`src/rtl/secure_mem_requester.sv`:
```
`default_nettype none
// ============================================================================
//  Module   : secure_mem_requester
//  Purpose  : Initiator-side controller for the secure key memory. Accepts one
//             host request at a time (valid/ready), issues a single-cycle
//             rd_en/wr_en strobe, waits for read data with a bounded timeout
//             and returns data or an error on a valid/ready response channel.
//             Writes to protected slots or while wr_lock is set are refused
//             before anything reaches the memory.
//  Ports    : clk, rst                      - clock, sync active-high reset
//             req_valid/ready/write/addr/wdata, wr_lock - host request side
//             rsp_valid/ready/data/err      - host response side
//             mem_rd_en/wr_en/addr/wrData   - registered memory command
//             mem_rdData/rdData_valid       - memory read return
//  Revision : 1.0 - initial release
// ============================================================================
module secure_mem_requester #(
    parameter int                WIDTH     = 256,
    parameter int                LENGTH    = 16,
    parameter logic [LENGTH-1:0] PROT_MASK = 16'h3C04,
    parameter int                TIMEOUT   = 8
) (
    input  logic                      clk,
    input  logic                      rst,
    input  logic                      req_valid,
    output logic                      req_ready,
    input  logic                      req_write,
    input  logic [$clog2(LENGTH)-1:0] req_addr,
    input  logic [WIDTH-1:0]          req_wdata,
    input  logic                      wr_lock,
    output logic                      rsp_valid,
    input  logic                      rsp_ready,
    output logic [WIDTH-1:0]          rsp_data,
    output logic                      rsp_err,
    output logic                      mem_rd_en,
    output logic                      mem_wr_en,
    output logic [$clog2(LENGTH)-1:0] mem_addr,
    output logic [WIDTH-1:0]          mem_wrData,
    input  logic [WIDTH-1:0]          mem_rdData,
    input  logic                      mem_rdData_valid
);

    localparam int c_AW = $clog2(LENGTH);
    localparam int c_CW = $clog2(TIMEOUT + 1);
    localparam logic [c_CW-1:0] c_CNT_LAST = c_CW'(TIMEOUT - 1);

    localparam logic [2:0] c_S_IDLE     = 3'd0;
    localparam logic [2:0] c_S_WRITE    = 3'd1;
    localparam logic [2:0] c_S_RD_ISSUE = 3'd2;
    localparam logic [2:0] c_S_RD_WAIT  = 3'd3;
    localparam logic [2:0] c_S_RESP     = 3'd4;

    logic [2:0]       r_state_q,     w_state_d;
    logic [c_CW-1:0]  r_cnt_q,       w_cnt_d;
    logic             r_rsp_valid_q, w_rsp_valid_d;
    logic             r_rsp_err_q,   w_rsp_err_d;
    logic [WIDTH-1:0] r_rsp_data_q,  w_rsp_data_d;
    logic             r_rd_en_q,     w_rd_en_d;
    logic             r_wr_en_q,     w_wr_en_d;
    logic [c_AW-1:0]  r_addr_q,      w_addr_d;
    logic [WIDTH-1:0] r_wdata_q,     w_wdata_d;

    logic w_accept;
    logic w_reject;

    assign req_ready = (r_state_q == c_S_IDLE) && !rst;
    assign w_accept  = req_valid && req_ready;
    // Refused writes never touch the memory command registers.
    assign w_reject  = req_write && (PROT_MASK[req_addr] || wr_lock);

    always_comb begin
        w_state_d     = r_state_q;
        w_cnt_d       = r_cnt_q;
        w_rsp_valid_d = r_rsp_valid_q;
        w_rsp_err_d   = r_rsp_err_q;
        w_rsp_data_d  = r_rsp_data_q;
        // Strobes, address and write data are only non-zero for the single
        // cycle of the strobe so key material does not linger on the bus.
        w_rd_en_d     = 1'b0;
        w_wr_en_d     = 1'b0;
        w_addr_d      = '0;
        w_wdata_d     = '0;

        case (r_state_q)
            c_S_IDLE: begin
                if (w_accept) begin
                    if (!req_write) begin
                        w_state_d = c_S_RD_ISSUE;
                        w_rd_en_d = 1'b1;
                        w_addr_d  = req_addr;
                    end else if (w_reject) begin
                        w_state_d     = c_S_RESP;
                        w_rsp_valid_d = 1'b1;
                        w_rsp_err_d   = 1'b1;
                        w_rsp_data_d  = '0;
                    end else begin
                        w_state_d = c_S_WRITE;
                        w_wr_en_d = 1'b1;
                        w_addr_d  = req_addr;
                        w_wdata_d = req_wdata;
                    end
                end
            end
            c_S_WRITE: begin
                w_state_d     = c_S_RESP;
                w_rsp_valid_d = 1'b1;
                w_rsp_err_d   = 1'b0;
                w_rsp_data_d  = '0;
            end
            c_S_RD_ISSUE: begin
                w_state_d = c_S_RD_WAIT;
                w_cnt_d   = '0;
            end
            c_S_RD_WAIT: begin
                w_cnt_d = r_cnt_q + c_CW'(1);
                // Data arriving on the last permitted cycle still wins.
                if (mem_rdData_valid) begin
                    w_state_d     = c_S_RESP;
                    w_rsp_valid_d = 1'b1;
                    w_rsp_err_d   = 1'b0;
                    w_rsp_data_d  = mem_rdData;
                end else if (r_cnt_q == c_CNT_LAST) begin
                    w_state_d     = c_S_RESP;
                    w_rsp_valid_d = 1'b1;
                    w_rsp_err_d   = 1'b1;
                    w_rsp_data_d  = '0;
                end
            end
            c_S_RESP: begin
                if (rsp_ready) begin
                    w_state_d     = c_S_IDLE;
                    w_rsp_valid_d = 1'b0;
                    w_rsp_err_d   = 1'b0;
                    w_rsp_data_d  = '0;
                end
            end
            default: begin
                w_state_d     = c_S_IDLE;
                w_rsp_valid_d = 1'b0;
                w_rsp_err_d   = 1'b0;
                w_rsp_data_d  = '0;
            end
        endcase
    end

    always_ff @(posedge clk) begin
        if (rst) begin
            r_state_q     <= c_S_IDLE;
            r_cnt_q       <= '0;
            r_rsp_valid_q <= 1'b0;
            r_rsp_err_q   <= 1'b0;
            r_rsp_data_q  <= '0;
            r_rd_en_q     <= 1'b0;
            r_wr_en_q     <= 1'b0;
            r_addr_q      <= '0;
            r_wdata_q     <= '0;
        end else begin
            r_state_q     <= w_state_d;
            r_cnt_q       <= w_cnt_d;
            r_rsp_valid_q <= w_rsp_valid_d;
            r_rsp_err_q   <= w_rsp_err_d;
            r_rsp_data_q  <= w_rsp_data_d;
            r_rd_en_q     <= w_rd_en_d;
            r_wr_en_q     <= w_wr_en_d;
            r_addr_q      <= w_addr_d;
            r_wdata_q     <= w_wdata_d;
        end
    end

    assign rsp_valid  = r_rsp_valid_q;
    assign rsp_err    = r_rsp_err_q;
    assign rsp_data   = r_rsp_data_q;
    assign mem_rd_en  = r_rd_en_q;
    assign mem_wr_en  = r_wr_en_q;
    assign mem_addr   = r_addr_q;
    assign mem_wrData = r_wdata_q;

endmodule
`default_nettype wire

```
`config.mk`:
```
export PLATFORM = sky130hd
export DESIGN_NAME = secure_mem_requester
export DESIGN_NICKNAME = d
export VERILOG_FILES = /design/src/rtl/secure_mem_requester.sv
export SDC_FILE = /design/constraint.sdc
export NUM_CORES = 1
export LEC_CHECK = 0
export ABC_AREA = 1
export BUFFER_PORTS_ARGS = -buffer_cell sky130_fd_sc_hd__buf_2
export CORE_AREA = 3 3 405 407
export DETAILED_ROUTE_END_ITERATION = 10
export DIE_AREA = 0 0 408 410
export PLACE_DENSITY = 0.32
export SYNTH_ARGS = -nofsm -noshare
export SYNTH_HDL_FRONTEND = slang
export SYNTH_SLANG_ARGS = --single-unit
```
`constraint.sdc`:
```
create_clock -name clk -period 1.68 [get_ports clk]
set_input_delay 0.084 -clock clk [delete_from_list [all_inputs] [get_ports clk]]
set_output_delay 0.084 -clock clk [all_outputs]
set_load 0.05 [all_outputs]
```
Word level (Yosys, flattened, before mapping)
Memory sizes are Yosys's and may differ from the RTL's.
Cells that the tools add are included.
W data, S select, Z words.

storage, ports and cells
  input port bits = 523
  ROM bits = 16
  register bits = 527
  memories kept = 1
  output and inout bits = 521
  bits in latches = 0
  logic and storage cells = 67
  memory bits (writable) = 0

operators by class
  muxes and demuxes = 29
  magnitude comparators = 1
  add/subtract/negate cells = 1
  bitwise gates (word level) = 4
  multiply operators = 0
  div/mod/pow operators = 0
  shifts and indexed selects = 0
  reductions and logical operators = 12
  equal/unequal tests = 10

memories
  memory            depth  bits a word  read ports  clocked after memory_dff  wr ports  line  RTL
  (name not given)  16     1            1           0                         0         69    assign w_reject = req_write && (PROT_MASK[req_addr] || wr_lock);

operator list
  cell                   count
  $mux W256              6
  $pmux W256 S4          1
  $mux W3                6
  $pmux W3 S5            1
  $mux W1                10
  $mux W4                2
  $ne A2 B2 Y1 const B   4
  $pmux W4 S2            1
  $eq A3 B2 Y1 const B   2
  $reduce_and A6 Y1      1
  $lt A4 B5 Y1 const B   1
  $pmux W1 S5            1
  $reduce_or A5 Y1       1
  $add A4 B1 Y4 const B  1
  $eq A4 B3 Y1 const B   1
  $not A1 Y1             4
  $pmux W1 S4            1
  $reduce_or A4 Y1       1
  $eq A3 B1 Y1 const B   1
  $eq A3 B3 Y1 const B   1
  $logic_and A1 B1 Y1    3
  $logic_not A3 Y1       1
  $ne A3 B3 Y1 const B   1
  $reduce_and A3 Y1      1
  4 further kinds        4

Logic depth before layout (Yosys ltp)
Gate-level depths: netlist of run 1.

  depth in word-level cells = 8
  mapped depth = 12
  depth with buffers taken out = 10

Least setup slack after synthesis of run 1
No wires, ideal clock.

  path type = register to register
  from = register r_state_q[1]
  to = register r_wdata_q[246] (netlist: mem_wrData[246])
  arrival time = 2.275 ns
  data required time = 1.614 ns
  buffers on the path = 2
  cell stages (with the launch flop) = 12
  slack = -0.661 ns
  cells stage by stage = dfxtp_1 nor2_1 inv_1 nor2_2 inv_1 nor2_1 nand2_1 inv_2 nand2_1 clkbuf_1 clkbuf_1 nor2_1

on the way
  cells in the longest elaborated chain, start to end = 5

RTL lines
  element                     line  RTL
  start: declaration          53    logic [2:0] r_state_q, w_state_d;
  start signal: assignment    148   r_state_q <= c_S_IDLE;
  start signal: assignment    158   r_state_q <= w_state_d;
  $logic_not A3 Y1            66    assign req_ready = (r_state_q == c_S_IDLE) && !rst;
  $logic_and A1 B1 Y1         66
  net req_ready               26    output logic req_ready,
  $logic_and A1 B1 Y1         67    assign w_accept = req_valid && req_ready;
  $not A1 Y1 (no line)        -
  $reduce_or A5 Y1 (no line)  -
  end signal: assignment      166   r_wdata_q <= w_wdata_d;
  end: declaration            61    logic [WIDTH-1:0] r_wdata_q, w_wdata_d;

The timed path passes the listed nets, and every way through them passes these cells.
A chain may end at the register's enable or synchronous reset.

Worst setup path in the final report of run 1
  from = register r_state_q[1]
  to = register r_wdata_q[51] (netlist: mem_wrData[51])

on the way
  cells in the longest elaborated chain, start to end = 5

RTL lines
  element                         line
  $logic_not A3 Y1 (*)            66, 84
  $logic_and A1 B1 Y1             66
  $logic_and A1 B1 Y1             67
  $not A1 Y1 (no line)            -
  $reduce_or A5 Y1 (no line) (*)  -

Mark *: on every way between the ends. The rest lies on a longest branch, timed or not.

==> run_results.csv, run 1 <==
group,metric,value,unit
timing,finalClockSkew,42.6,ps
place,placed_cell_area,30000,um^2
synthesis,syn-instance-count,3107,
place,placed_cells,6297,
drt,avg_vias_per_cell,3.55,
run,maxCapViolCount,0,
drt,antenna_violating_nets_post_route,0,
worst_hold_path,min_path_type,"in2reg",
place,port-buffer-count,1043,
die,ios,1044,
drt,route.vias.total,25200,
finish,most-common-layout-cells,"buf_2, inv_1, nand2_1",
timing,period_share,110,%
finish,final_layout_size_suffix_gt1_share,39.0,%
die,initial_util,13.0,%
synthesis,unique_cell_type_count_in_the_yosys_netlist,19,
global_route,grt_use_met2,27.4,%
worst_hold_path,hold_path_startpoint,"wr_lock",
setup_path,critical_path.reg2reg.startpoint,"r_state_q[1]",
timing,total_count_of_max_transition_violations_in_the_final_report,0,
setup_path,critical_path.startpoint_type,"flop",
synthesis,synth.net_count,3631,
worst_hold_path,hold_path_depth,6,
timing,rsz0062_at_grt,"yes",
synthesis,syn_area_per_cell,6.71,um^2
setup_path,timing.reg2reg.worst_path_depth,12,
setup_path,worst-path-max-fanout,5,
setup_path,r2r-end,"mem_wrData[51]",
cts,ctsLongestPathBuffers,3,
cts,htreeDepth,3,
run_status,run_status,"finished with violations",
cts,clockRootBuffer,"clkbuf_16",
drt,drt_pre_antenna_iters,5,
cts,tritoncts_buffers,74,
die,die_width,408,um
global_route,grt_first_pass_wirelength,187000,um
drt,detail_route.wl_per_cell,19.4,um
power_and_ir_drop,power_leakage,21.6,nW
timing,postLayoutSetupSlackWorst,-174,ps
drt,wirelength,138000,um
global_route,antenna_found_initial,62,
finish,leading_cell_type_in_the_layout_fill_and_taps_excluded,"buf_2",
power_and_ir_drop,worst_ir_drop_vdd,0.841,mV
global_route,grt_pass1_vias,25700,
place,gpl.final_weighted_congestion,0.887,
global_route,groute.layer.met3.usage,5.22,%
global_route,grt.busiest_layer,"met2",
worst_hold_path,timing.hold.worst_endpoint,"r_state_q[2]",
synthesis,post_synth_main_area_contributors,"dfxtp_1, nand2_1, inv_1",
drt,drt-initial-drc-count,850,
global_route,grt_max_degree,77,
timing,finalHoldViolCount,0,
finish,layout.nets,5375,
power_and_ir_drop,powerDensity,1290,nW/um^2
cts,cts_tree,"yes",
timing,max_slew.worst_pin.slew,481,ps
die,die_y,410,um
setup_path,cp_common_cell,"nor2_4",
timing,worst_slew_margin_rel,68.1,%
timing,finalCriticalPeriod,1850,ps
synthesis,yosysSeqAreaShare,50.6,%
setup_path,timing.critical_path.required,2290,ps
cts,cts.sinks,527,
finish,finish.cell_count_without_fillers,7091,
die,rows,147,
synthesis,ys_seq_elements,527,
run_status,failing_checks,"setup timing",
setup_path,endpoint_kind,"flop",
setup_path,setup.reg_to_reg.worst_slack,-170,ps
finish,post-route-cell-area,42100,um^2
timing,setup_violations,472,
setup_path,crit_chain,"nor2_4 > inv_2 > nor2_4 > inv_2 > nor2_4 > nand2_2 > inv_8 > nand2_8 > buf_12 > buf_16 > clkbuf_16 > nor2_2",
die,floorplan.die_area,167000,um^2
synthesis,yosys_warnings,0,
setup_path,timing.critical_path.arrival,2470,ps
global_route,grt-ovfl-total,0,
drt,drc_errors,0,
global_route,grt_util_met1,17.2,%
finish,syn2layout_area_growth,102,%
setup_path,cp_slowest_stage_delay,360,ps
synthesis,synth.cell_area,20800,um^2
global_route,grt.total_usage,15.3,%
timing,fmax,539,MHz
place,hpwlAfterDp,99700,um
die,placeableCoreArea,161000,um^2
cts,clkLatencyLatePin,680,ps
setup_path,timing.critical_path.slowest_stage_cell,"dfxtp_4",
synthesis,synth_top_area_share,50.6,%
synthesis,synth_area_leader_cell,"dfxtp_1",
setup_path,worstSetupPathType,"reg2reg",
cts,clkSlewWorstSetupHoldPaths,60,ps
-- report_power, final --
part           total, mW  internal (mW)  leakage, nW  switching (mW)
registers           14.8           14.1         4.29           0.752
clock network       16.4           9.51         1.20            6.85
logic               23.1           8.62         16.2            14.4
total               54.2           32.2         21.6            22.0
-- cells in the mapped netlist (all sizes together) --
master  instances
o211ai          1
nand3          14
a31oi           1
nand2         769
nor2          665
nor3            2
inv           744
a221oi          1
nand4         187
buf            87
dfxtp         527
o21ai           3
ha              1
a21oi           7
clkbuf         98
-- state kept, by name, indices dropped and copies added, names as in the netlist --
name        cells
mem_addr        4
mem_rd_en       1
mem_wrData    256
mem_wr_en       1
r_cnt_q         4
r_state_q       3
rsp_data      256
rsp_err         1
rsp_valid       1
-- cell families (layout without fill, tap and decap cells) --
family,Yosys count,after routing,share of synthesized area [%]
AO/OA/AOI/OAI,13,13,0.348
adder cells (fa/ha/maj),1,1,0.0600
AND/OR/NAND/NOR,1637,1638,31.9
buffers and inverters,929,2729,17.1
other,0,23,0
flip-flops,527,527,50.6
-- worst max path at each step --
stage | startpoint | end | slack, ps | cells after the start
floorplan | r_state_q[0] | mem_wrData[100] | -40 | 11
global placement | r_state_q[2] | rsp_data[99] | -340 | 8
detailed placement | r_state_q[2] | rsp_data[99] | -290 | 8
CTS | r_state_q[1] | req_ready | -200 | 7
global route | r_state_q[1] | req_ready | -260 | 7
finish | r_state_q[1] | mem_wrData[51] | -170 | 12
-- metal layers --
layer  wire, um  vias to the layer above
met2      69100                      824
met5        128                        -
met3      10000                      213
met4       3770                       22
met1      54700                    11600
li1           -                    12500
-- area by class of cell --
type,count,area [um^2]
Antenna cell,23,57.6
Clock buffer,111,2130
Clock inverter,22,345
Fill cell,17900,118000
Inverter,744,2810
Multi-Input combinational cell,1652,8410
Sequential cell,527,10600
Tap cell,2160,2700
Timing Repair Buffer,1852,15100
-- worst max-delay path, delay by kind of cell, from the launching register on --
family | cells | cell delay (ps)
flops | 1 | 360
buf+inv | 6 | 740
simple gates | 6 | 640
-- metrics by stage --
stage / worst slack, ps / utilization (%) / setup TNS (ps) / total power, mW / hold WS, ps
after floorplan: -39.6 / - / -8540 / 25.8 / 156
after global placement: -342 / 18.7 / -43480 / 31.5 / 298
after detailed placement: -292 / 18.7 / -42330 / 31.6 / 302
after CTS: -197 / 24.7 / -33620 / 52.6 / 0.972
after global routing: -265 / 26.2 / -69230 / 57.3 / 88.0
final: -174 / 26.2 / -27870 / 54.2 / 73.6
-- what timing repair did --
item | CTS | global route
resized for setup | 146 | 610
setup endpoints to repair | 445 | 481
gates cloned | 37 | 32
hold buffers | 521 | 0
pin swaps | 47 | 181
endpoints found under the hold margin | 525 | 0
buffers inserted | 36 | 28
(Power assumes the default switching activity.)
==> run 2, diff against run 1 <==
--- a/config.mk
+++ b/config.mk
@@ -8,9 +8,11 @@
 export ABC_AREA = 1
 export BUFFER_PORTS_ARGS = -buffer_cell sky130_fd_sc_hd__buf_2
 export CORE_AREA = 3 3 405 407
+export CTS_BUF_LIST = sky130_fd_sc_hd__clkbuf_16
 export DETAILED_ROUTE_END_ITERATION = 10
 export DIE_AREA = 0 0 408 410
 export PLACE_DENSITY = 0.32
+export RECOVER_POWER = 50
 export SYNTH_ARGS = -nofsm -noshare
 export SYNTH_HDL_FRONTEND = slang
 export SYNTH_SLANG_ARGS = --single-unit
==> constraint.sdc (replaced) <==
create_clock -name clk -period 1.52 [get_ports clk]
set_input_delay 0.076 -clock clk [delete_from_list [all_inputs] [get_ports clk]]
set_output_delay 0.076 -clock clk [all_outputs]
set_load 0.05 [all_outputs]
==> run 2 against run 1 <==
Against the previous run: maximum frequency grew 4.2%; count of clock-buffer cells in the layout down 33; first-iteration DRC count increased by 11%; worst hold slack gained 52 ps; the run still ends with setup timing left; highest routed layer unchanged; global-route usage down 0.80 points; clock power grew 5%; critical path type unchanged.
==> run_results.csv, run 2 (synthesis gave the netlist of run 1 again) <==
group,metric,value,unit
run_status,run_status,"finished with violations",
run_status,failing_checks,"setup timing",
power_and_ir_drop,powerDensity,1410,nW/um^2
drt,wirelength,127000,um
setup_path,crit_chain,"nor2_4 > buf_4 > o211ai_1 > nand2_2 > nor2_4 > buf_6 > buf_12 > buf_12 > nand4_1 > nand2_1 > nor2_1",
drt,detail_route.wl_per_cell,18.1,um
timing,fmax,562,MHz
power_and_ir_drop,fin_total_pwr,54.1,mW
place,placed_cell_area,29900,um^2
global_route,grt_first_pass_wirelength,177000,um
die,die_y,410,um
finish,finished_core_util,23.9,%
setup_path,timing.critical_path.slowest_stage_cell,"dfxtp_4",
finish,layout.nets,5284,
setup_path,critical_path.startpoint_type,"flop",
timing,setup_violations,491,
cts,htreeDepth,3,
place,pre_cts_ws,-432,ps
drt,avg_vias_per_cell,3.47,
cts,cts_tree,"yes",
timing,finalHoldViolCount,0,
drt,drt_pre_antenna_iters,5,
die,die_width,408,um
global_route,grt.total_usage,14.6,%
timing,postLayoutSetupSlackWorst,-259,ps
finish,leading_cell_type_in_the_layout_fill_and_taps_excluded,"buf_2",
die,initial_util,13.0,%
setup_path,critical_path.reg2reg.startpoint,"r_state_q[1]",
drt,route.vias.total,24300,
finish,most-common-layout-cells,"buf_2, inv_1, nand2_1",
drt,route.layer.met1.wl,49900,um
cts,clkLatencyLatePin,650,ps
drt,drc_errors,0,
timing,worst_slew_margin_rel,66.2,%
worst_hold_path,min_path_type,"in2reg",
setup_path,critPathLaunch,"r_state_q[1]",
finish,post-route-cell-area,38400,um^2
finish,final_layout_size_suffix_gt1_share,29.9,%
power_and_ir_drop,power_leakage,20.3,nW
global_route,grt_max_degree,72,
die,placeableCoreArea,161000,um^2
setup_path,cp_slowest_stage_delay,370,ps
cts,tritoncts_buffers,75,
global_route,antenna_found_initial,48,
drt,highest_layer,"met5",
setup_path,timing.critical_path.max_delay_family,"simple AND/OR/NAND/NOR gates",
setup_path,timing.critical_path.arrival,2320,ps
setup_path,timing.critical_path.required,2060,ps
drt,antenna_violating_nets_post_route,0,
die,floorplan.die_area,167000,um^2
die,rows,147,
cts,clkSlewWorstSetupHoldPaths,60,ps
global_route,grt-ovfl-total,0,
timing,max_slew.worst_pin.slew,507,ps
drt,drt-initial-drc-count,947,
setup_path,endpoint_kind,"flop",
place,hpwlAfterDp,97800,um
setup_path,worstSetupPathType,"reg2reg",
timing,finalCriticalPeriod,1780,ps
die,ios,1044,
drt,route.met2.wl,61900,um
place,port-buffer-count,1043,
global_route,grt_pass1_vias,25500,
place,gpl.final_weighted_congestion,0.858,
cts,cts.sinks,527,
timing,total_count_of_max_transition_violations_in_the_final_report,0,
timing,period_share,117,%
worst_hold_path,hold_path_startpoint,"rsp_ready",
cts,clockRootBuffer,"clkbuf_16",
drt,met3_length,10000,um
timing,rsz0062_at_grt,"yes",
timing,setup-tns-final,-73730,ps
cts,ctsLongestPathBuffers,3,
timing,finalClockSkew,22.1,ps
finish,syn2layout_area_growth,84.1,%
setup_path,worstPathBufferInverterCount,4,
power_and_ir_drop,worst_ir_drop_vdd,0.887,mV
run,maxCapViolCount,0,
setup_path,worst-path-max-fanout,15,
==> run 2: cell count changes in the layout (fill, tap and decap cells not counted), moves of 74 or more <==
cell | before | now
nand2_1 | 553 | 727
inv_2 | 88 | 14
nor2_1 | 512 | 640
clkbuf_2 | 0 | 252
nand2_2 | 123 | 36
nand2_4 | 92 | 5
inv_1 | 654 | 743
nor2_2 | 112 | 19
buf_2 | 1042 | 790
==> run 2: what timing repair did <==
| action | 4_1_cts | 5_1_grt |
|---|---|---|
| hold buffers | 520 | 0 |
| buffers inserted | 14 | 4 |
| resized for setup | 60 | 76 |
| endpoints found under the hold margin | 523 | 0 |
| setup endpoints to repair | 524 | 525 |
| pin swaps | 15 | 10 |
| gates cloned | 8 | 7 |
==> run 2: final timing paths <==
kind                        to  slack (ps)  cells after the start
setup / recovery  rsp_data[11]        -260                     11
hold / removal    r_state_q[2]         130                      6
setup reg to reg  rsp_data[11]        -260                     11
hold reg to reg     r_cnt_q[3]         480                      2
==> run 2: worst min-delay path: stages <==
cell and delay, ps:
buf_2 110, nor3_2 60, nor2_4 160, buf_4 160
buf_4 100, a31oi_1 60
==> run 2: final cells by class <==
| type | count | area (um^2) |
|---|---|---|
| repair buffers | 1761 | 12900 |
| clock inverters | 49 | 392 |
| flip-flops and latches | 527 | 10600 |
| fillers | 18100 | 122000 |
| multi-input cells | 1651 | 7020 |
| inverters | 744 | 2800 |
| clock buffers | 78 | 1950 |
| diodes | 33 | 82.6 |
| well taps | 2160 | 2700 |
==> run 2: metal layers <==
metal	GRT usage, %	up-vias
met4	6.62	10
met2	25.4	845
li1	-	12300
met5	0.316	-
met1	15.8	11000
met3	4.98	203
==> run 2: per-stage QoR <==
stage,hold WS (ps),std cells
2_1_floorplan,148,3107
3_3_place_gp,289,6291
3_5_place_dp,293,6291
4_1_cts,24.6,6960
5_1_grt,130,6998
6_report,126,7003
==> run 2: where the power goes <==
part,internal (mW),leakage (nW),switching [mW]
registers,15.5,4.29,0.916
clock network,10.1,1.20,7.24
logic,6.51,14.8,13.8
total,32.1,20.3,21.9
